### src/rtl/seq_serializer_if.sv
// Parallel-word handshake plus serial-stream outputs of the serializer.
// The producer/observer uses master; the serializer uses slave.
interface seq_serializer_if #(
   parameter int unsigned WIDTH = 8
);
   logic [WIDTH-1:0] data_in;
   logic             data_valid;
   logic             data_ready;
   logic             ser_out;
   logic             ser_valid;
   logic             word_done;
   logic             busy;

   modport master (
      output data_in,
      output data_valid,
      input  data_ready,
      input  ser_out,
      input  ser_valid,
      input  word_done,
      input  busy
   );

   modport slave (
      input  data_in,
      input  data_valid,
      output data_ready,
      output ser_out,
      output ser_valid,
      output word_done,
      output busy
   );
endinterface

### src/rtl/seq_serializer.sv
// Parallel-in, serial-out front end: one holding register feeding a shift register,
// with optional idle gap between words and a fixed idle level on ser_out.
module seq_serializer #(
   parameter int unsigned WIDTH      = 8,
   parameter bit          MSB_FIRST  = 1'b1,
   parameter int unsigned GAP_CYCLES = 0,
   parameter bit          IDLE_BIT   = 1'b0
) (
   input logic             clk,
   input logic             reset,
   seq_serializer_if.slave sif
);

   localparam int unsigned CntW = $clog2(WIDTH);
   localparam int unsigned GapW = (GAP_CYCLES > 1) ? $clog2(GAP_CYCLES) : 1;
   localparam bit          HasGap = (GAP_CYCLES > 0);
   localparam logic [CntW-1:0] BitLast = CntW'(WIDTH - 1);
   localparam logic [GapW-1:0] GapLast = HasGap ? GapW'(GAP_CYCLES - 1) : '0;

   typedef enum logic [1:0] {StIdle, StShift, StGap} state_e;

   state_e           state_q, state_d;
   logic [WIDTH-1:0] shift_q, shift_d;
   logic [CntW-1:0]  bit_cnt_q, bit_cnt_d;
   logic [GapW-1:0]  gap_cnt_q, gap_cnt_d;
   logic [WIDTH-1:0] hold_q;
   logic             hold_full_q, hold_full_d;
   logic             accept;
   logic             load;
   logic             head;

   always_comb begin
      state_d   = state_q;
      shift_d   = shift_q;
      bit_cnt_d = bit_cnt_q;
      gap_cnt_d = gap_cnt_q;
      load      = 1'b0;
      unique case (state_q)
         StIdle: begin
            if (hold_full_q) begin
               load    = 1'b1;
               state_d = StShift;
            end
         end
         StShift: begin
            if (bit_cnt_q == BitLast) begin
               if (HasGap) begin
                  state_d   = StGap;
                  gap_cnt_d = '0;
               end else if (hold_full_q) begin
                  // Reload straight from hold so consecutive words have no bubble.
                  load = 1'b1;
               end else begin
                  state_d = StIdle;
               end
            end else begin
               bit_cnt_d = bit_cnt_q + CntW'(1);
               shift_d   = MSB_FIRST ? {shift_q[WIDTH-2:0], 1'b0} : {1'b0, shift_q[WIDTH-1:1]};
            end
         end
         StGap: begin
            if (gap_cnt_q == GapLast) begin
               if (hold_full_q) begin
                  load    = 1'b1;
                  state_d = StShift;
               end else begin
                  state_d = StIdle;
               end
            end else begin
               gap_cnt_d = gap_cnt_q + GapW'(1);
            end
         end
         default: state_d = StIdle;
      endcase
      if (load) begin
         shift_d   = hold_q;
         bit_cnt_d = '0;
      end
   end

   always_comb begin
      head           = MSB_FIRST ? shift_q[WIDTH-1] : shift_q[0];
      sif.data_ready = ~hold_full_q & ~reset;
      sif.ser_valid  = (state_q == StShift);
      sif.ser_out    = (state_q == StShift) ? head : IDLE_BIT;
      sif.word_done  = (state_q == StShift) && (bit_cnt_q == BitLast);
      sif.busy       = (state_q != StIdle) || hold_full_q;
      accept         = sif.data_valid & ~hold_full_q & ~reset;
      // Accept and load are exclusive: accept needs hold empty, load needs it full.
      hold_full_d    = accept | (hold_full_q & ~load);
   end

   always_ff @(posedge clk) begin
      if (reset) begin
         state_q     <= StIdle;
         shift_q     <= '0;
         bit_cnt_q   <= '0;
         gap_cnt_q   <= '0;
         hold_q      <= '0;
         hold_full_q <= 1'b0;
      end else begin
         state_q     <= state_d;
         shift_q     <= shift_d;
         bit_cnt_q   <= bit_cnt_d;
         gap_cnt_q   <= gap_cnt_d;
         hold_full_q <= hold_full_d;
         if (accept) begin
            hold_q <= sif.data_in;
         end
      end
   end

endmodule
### src/flat_wrapper.sv
// flat-port wrapper written by rule: the top's interface ports become plain ports
module seq_serializer_flat 
#(
   parameter int unsigned WIDTH      = 8,
   parameter bit          MSB_FIRST  = 1'b1,
   parameter int unsigned GAP_CYCLES = 0,
   parameter bit          IDLE_BIT   = 1'b0
)
  (clk, reset, sif_data_in, sif_data_valid, sif_data_ready, sif_ser_out, sif_ser_valid, sif_word_done, sif_busy);
  seq_serializer_if #(.WIDTH(WIDTH)) sif_i ();
  input logic clk;
  input logic reset;
  input wire logic [$bits(sif_i.data_in)-1:0] sif_data_in;
  input wire logic [$bits(sif_i.data_valid)-1:0] sif_data_valid;
  output wire logic [$bits(sif_i.data_ready)-1:0] sif_data_ready;
  output wire logic [$bits(sif_i.ser_out)-1:0] sif_ser_out;
  output wire logic [$bits(sif_i.ser_valid)-1:0] sif_ser_valid;
  output wire logic [$bits(sif_i.word_done)-1:0] sif_word_done;
  output wire logic [$bits(sif_i.busy)-1:0] sif_busy;
  assign sif_i.data_in = sif_data_in;
  assign sif_i.data_valid = sif_data_valid;
  assign sif_data_ready = sif_i.data_ready;
  assign sif_ser_out = sif_i.ser_out;
  assign sif_ser_valid = sif_i.ser_valid;
  assign sif_word_done = sif_i.word_done;
  assign sif_busy = sif_i.busy;
  seq_serializer #(.WIDTH(WIDTH), .MSB_FIRST(MSB_FIRST), .GAP_CYCLES(GAP_CYCLES), .IDLE_BIT(IDLE_BIT)) u_core (.clk(clk), .reset(reset), .sif(sif_i));
endmodule
### config.mk
export PLATFORM = sky130hd
export DESIGN_NAME = seq_serializer_flat
export DESIGN_NICKNAME = d
export VERILOG_FILES = /design/src/rtl/seq_serializer_if.sv /design/src/rtl/seq_serializer.sv /design/src/flat_wrapper.sv
export SDC_FILE = /design/constraint.sdc
export NUM_CORES = 1
export LEC_CHECK = 0
export ABC_AREA = 1
export CAP_MARGIN = 10
export CORE_ASPECT_RATIO = 1.5
export CORE_MARGIN = 1.5
export CORE_UTILIZATION = 37
export DETAILED_ROUTE_END_ITERATION = 16
export HOLD_SLACK_MARGIN = 0.1
export PLACE_DENSITY = 0.67
export SETUP_SLACK_MARGIN = 0.4
export SKIP_LAST_GASP = 1
export SLEW_MARGIN = 20
export SYNTH_ARGS = -nofsm -noshare
export SYNTH_HDL_FRONTEND = slang
export SYNTH_SLANG_ARGS = --single-unit
### constraint.sdc
create_clock -name clk -period 1.5 [get_ports clk]
set_input_delay 0.3 -clock clk [delete_from_list [all_inputs] [get_ports clk]]
set_output_delay 0.3 -clock clk [all_outputs]
set_load 0.02 [all_outputs]
==> metrics.yaml, run 1 <==
run_status:
  status: "complete, no violations"
critical_path:
  start_kind: "flip-flop"
  end_kind: "output port"
  arrival_ns: 1.19
  cp_max_fo: 2
  criticalPathCategory: "reg -> out"
  cp.required_ns: 1.20
logic_synthesis:
  synth_area_um2: 991
  synth_nets: 139
  ys_ff_latch: 21
  ys_types: 18
  yosys_warnings: 0
  syn_inst: 125
  synth_seq_area_share_pct: 42.4
  syn_avg_cell_area_um2: 7.93
final_layout:
  fin_area_mm2: 0.00165
  final_common_cell: "dfxtp_1"
  drive_gt1_share_pct: 53.7
  diodes: 0
  most-common-layout-cells: "dfxtp_1 (16), nand3_2 (15), buf_6 (15), nand3_1 (12), nand2_1 (12)"
  seq_area_um2: 432
  nets: 177
  syn2layout_area_growth_pct: 66.9
  fill_cells: 202
  multi_input_area_um2: 734
power:
  total_power_w: 0.00127
  ir_drop_mv: 0.493
  power.static_leakage_nw: 0.646
  power_density_mw_per_mm2: 765
place:
  port_buffers: 15
  gp_congestion: 0.711
  placed_area_mm2: 0.00126
  dpl.hpwl_um: 1560
floorplanning:
  initial_utilization_pct: 39.6
  die-area_mm2: 0.00300
  ioPinCount: 16
  num_rows: 22
  die-height_um: 66.4
  die_w_um: 45.3
  core_area_mm2: 0.00250
sta:
  setup_viol: 0
  skew_ns: 0.00244
  fmax_mhz: 671
  fin_hold_ws_ns: 0.465
  period_minus_slack_ns: 1.49
  maxSlewHeadroom_pct: 74.7
  finalCritPeriodShare_pct: 99.3
  rsz0062_at_grt: "yes"
  slew_viol_final: 0
  tightest_slew_ns: 0.379
  final_hold_viol_count: 0
routing:
  drc: 0
  postRouteWirelength_um: 2490
  vias_per_cell: 4.97
  firstDrtPassIters: 4
  wl_per_cell_um: 12.6
  drt_iter0_drc: 26
  ant_nets: 0
  dr_total_vias: 985
min_path:
  hp-class: "reg -> reg"
clock_network:
  clk_latency_ns: 0.31
  cts.sinks: 21
  htree_levels: 1
  hold_buffers: 0
  numCtsBuffers: 3
  cts_tree: "yes"
  clock_tree.root_cell: "clkbuf_4"
  cts_max_path_buffers: 2
  clk_pin_slew_ns: 0.11
global_route:
  grt_overflow_total: 0
  grt_usage_pct: 19.1
  grt_max_degree: 13
  antenna_found_initial: 0
  grt_pass1_wl_um: 4120
  first_global_vias: 994
job:
  maxCapViolations: 0
[state kept, by name, indices dropped and copies added (netlist names)]
register and cells:
u_core.hold_q 8, u_core.shift_q 8, u_core.bit_cnt_q 3, u_core.hold_full_q 1, u_core.state_q 1
[worst max-delay path, cell delays in order, from the launching register on]
cell	delay (ns)
dfxtp_2	0.36
ha_4	0.17
ha_4	0.16
nand2_2	0.05
inv_2	0.03
buf_6	0.12
[final timing paths]
kind / from / to / slack (ns) / depth (start not counted)
worst max-delay path: u_core.bit_cnt_q[1] / sif_word_done / 0.01 / 5
worst max register to register: u_core.bit_cnt_q[1] / u_core.shift_q[5] / 0.03 / 10
worst min-delay path: u_core.hold_q[6] / u_core.hold_q[6] / 0.46 / 2
worst min register to register: u_core.hold_q[6] / u_core.hold_q[6] / 0.46 / 2
[metal layers]
layer	routed length [um]	GRT usage (%)	up-vias
met5	0	0	-
met4	63	9.19	0
met3	86	2.73	7
met2	1460	37.1	26
met1	886	18.1	460
li1	-	-	492
[stage by stage]
| stage | utilization [%] | instances | setup TNS (ns) | worst slack (ns) |
|---|---|---|---|---|
| after floorplan | - | 125 | 0 | 0.253 |
| after global placement | 50.4 | 180 | -0.362 | -0.283 |
| after detailed placement | 50.4 | 180 | -0.413 | -0.306 |
| after CTS | 63.2 | 197 | 0 | 0.00195 |
| after global routing | 66.0 | 198 | -0.0683 | -0.0300 |
| final | 66.0 | 198 | 0 | 0.0101 |
[power breakdown]
group          total (W)  internal [W]  switching [W]
clock network   0.000281      0.000104       0.000177
registers       0.000631      0.000601      0.0000293
logic           0.000354      0.000163       0.000191
total            0.00127      0.000869       0.000397
[logic make-up (layout without fill, tap and decap cells)]
logic type                 Yosys count  in the layout  share of synthesized area, %
AOI/OAI and AO/OA                   25             25                          12.6
xor gates and xnor gates             1              1                         0.884
DFF                                 21             21                          42.4
buffers and inverters               19             53                          9.59
adders and majority gates            3              3                          3.79
and+or+nand+nor                     56             59                          30.7
[timing repair]
action                     4_1_cts  5_1_grt
cloned                           3        0
pin swaps                       24       15
setup endpoints to repair       25       24
setup buffers                   10        1
gates resized for setup         73       20
[area by class of cell]
type	instances	share of cell area [%]
multi-input cells	88	44.4
flip-flops and latches	21	26.1
repair buffers	36	21.9
inverters	13	3.25
well taps	36	2.72
clock buffers	4	1.59
[synth_stat cells]
master / count / area [um^2]
dfxtp_1: 21 / 420
nand2_1: 20 / 75.1
nand3_1: 20 / 100
a21oi_1: 18 / 90.1
inv_1: 12 / 45.0
nand3_2: 7 / 70.1
o21ai_0: 7 / 35.0
buf_2: 4 / 20.0
ha_1: 3 / 37.5
nor2_1: 3 / 11.3
nand2_2: 2 / 12.5
nand2_4: 2 / 22.5
buf_6: 1 / 11.3
buf_8: 1 / 15.0
inv_2: 1 / 3.75
nor2_2: 1 / 6.26
or2_2: 1 / 6.26
xor2_1: 1 / 8.76
Power figures use the tool's default switching activity.
==> run 2, diff against run 1 <==
--- a/config.mk
+++ b/config.mk
@@ -11,8 +11,9 @@
 export CORE_MARGIN = 1.5
 export CORE_UTILIZATION = 37
 export DETAILED_ROUTE_END_ITERATION = 16
-export HOLD_SLACK_MARGIN = 0.1
+export HOLD_SLACK_MARGIN = 0.15
 export PLACE_DENSITY = 0.67
+export RECOVER_POWER = 100
 export SETUP_SLACK_MARGIN = 0.4
 export SKIP_LAST_GASP = 1
 export SLEW_MARGIN = 20
==> metrics.yaml, run 2 (synthesis results as in run 1) <==
floorplanning:
  num_rows: 22
  die-height_um: 66.4
  die-area_mm2: 0.00300
  ioPinCount: 16
  initial_utilization_pct: 39.6
  die_w_um: 45.3
  core_area_mm2: 0.00250
critical_path:
  cp-startpoint: "u_core.bit_cnt_q[1]"
  timing.rr.start: "u_core.bit_cnt_q[1]"
  arrival_ns: 1.19
  end_kind: "output port"
  cp.required_ns: 1.20
  cp_max_fo: 2
  criticalPathCategory: "reg -> out"
  regToRegSetupSlack_ns: 0.03
  start_kind: "flip-flop"
clock_network:
  cts_tree: "yes"
  hold_buffers: 0
  htree_levels: 1
  cts_max_path_buffers: 2
  numCtsBuffers: 3
  cts.sinks: 21
  clk_latency_ns: 0.31
  clk_pin_slew_ns: 0.11
  clock_tree.root_cell: "clkbuf_4"
routing:
  drt_iter0_drc: 29
  postRouteWirelength_um: 2520
  wl_per_cell_um: 12.7
  dr_total_vias: 997
  vias_per_cell: 5.04
  firstDrtPassIters: 4
  ant_nets: 0
  drc: 0
sta:
  fin_setup_tns_ns: 0
  skew_ns: 0.00266
  final_hold_viol_count: 0
  tightest_slew_ns: 0.368
  fmax_mhz: 671
  slew_viol_final: 0
  fin_hold_ws_ns: 0.466
  period_minus_slack_ns: 1.49
  maxSlewHeadroom_pct: 75.5
  setup_viol: 0
  finalCritPeriodShare_pct: 99.4
  rsz0062_at_grt: "yes"
place:
  placed_cells: 180
  placed_area_mm2: 0.00126
  port_buffers: 15
  dpl.hpwl_um: 1560
  gp_congestion: 0.711
global_route:
  first_global_vias: 994
  grt_util_met1_pct: 18.1
  grt_max_degree: 13
  grt_usage_pct: 19.1
  grt.busiest_layer: "met2"
  antenna_found_initial: 0
  grt_pass1_wl_um: 4120
  grt_overflow_total: 0
  grt_use_met3_pct: 2.73
  use_met2_pct: 37.1
final_layout:
  finalNonFillerCells: 198
  fill_cells: 216
  most-common-layout-cells: "dfxtp_1 (17), nand3_2 (15), nand3_1 (12), nand2_1 (12), a21oi_1 (12)"
  final_common_cell: "dfxtp_1"
  fin_area_mm2: 0.00160
  nets: 177
  drive_gt1_share_pct: 48.8
  biggestRegsByFlops: "u_core.hold_q: 8 flops, u_core.shift_q: 8 flops, u_core.bit_cnt_q: 3 flops"
  fin_util_pct: 63.8
  syn2layout_area_growth_pct: 61.4
  diodes: 0
job:
  maxCapViolations: 0
run_status:
  status: "complete, no violations"
power:
  power.static_leakage_nw: 0.627
  ir_drop_mv: 0.487
  power_density_mw_per_mm2: 777
min_path:
  hp-start: "u_core.hold_q[7]"
  hp-class: "reg -> reg"
[run 2: changes by cell type in the layout (fill, tap and decap cells not counted)]
| cell | previous run | this run |
|---|---|---|
| o21ai_2 | 5 | 4 |
| dfxtp_1 | 16 | 17 |
| clkbuf_1 | 1 | 4 |
| o21ai_1 | 2 | 0 |
| a21oi_2 | 8 | 6 |
| o21ai_0 | 0 | 3 |
| clkbuf_2 | 0 | 1 |
| a21oi_4 | 1 | 0 |
| a21oi_1 | 9 | 12 |
| dfxtp_4 | 2 | 1 |
| buf_6 | 15 | 11 |
[run 2: metal layers]
metal	part of all wire, %	vias up
met5	0	-
met4	2.0	0
met3	3.9	7
met2	59	31
met1	35	467
li1	-	492
[run 2: layout make-up]
cell class	instances	area [um^2]	area share, %
inverter	13	53.8	3.36
multi-input combinational	88	712	44.5
sequential	21	428	26.8
timing repair buffer	36	334	20.9
tap	36	45.0	2.82
clock buffer	4	26.3	1.64
[run 2: worst paths after layout]
path                  endpoint  depth (start not counted)
min           u_core.hold_q[7]                          2
max reg2reg  u_core.shift_q[5]                         10
min reg2reg   u_core.hold_q[7]                          2
max              sif_word_done                          5
[run 2: power breakdown]
group / internal [W] / switching [W]
combinational: 0.000148 / 0.000183
clock: 0.000104 / 0.000177
sequential: 0.000601 / 0.0000293
[run 2: timing repair]
action,4_1_cts,5_1_grt
gates resized for setup,73,20
gates cloned,3,0
pin swaps,24,15
setup buffers,10,1
setup endpoints to repair,25,24
[run 2: critical path, cell delays in order, from the launching register on]
cell and delay [ns]:
dfxtp_2 0.36, ha_4 0.17, ha_4 0.16, nand2_2 0.05, inv_2 0.03, buf_6 0.12
[run 2: metrics by stage]
step	worst slack (ns)	total power (W)
floorplan	0.253	0.000808
global placement	-0.283	0.000875
detailed placement	-0.306	0.000883
CTS	0.00195	0.00124
global route	-0.0300	0.00130
finish	0.00956	0.00124
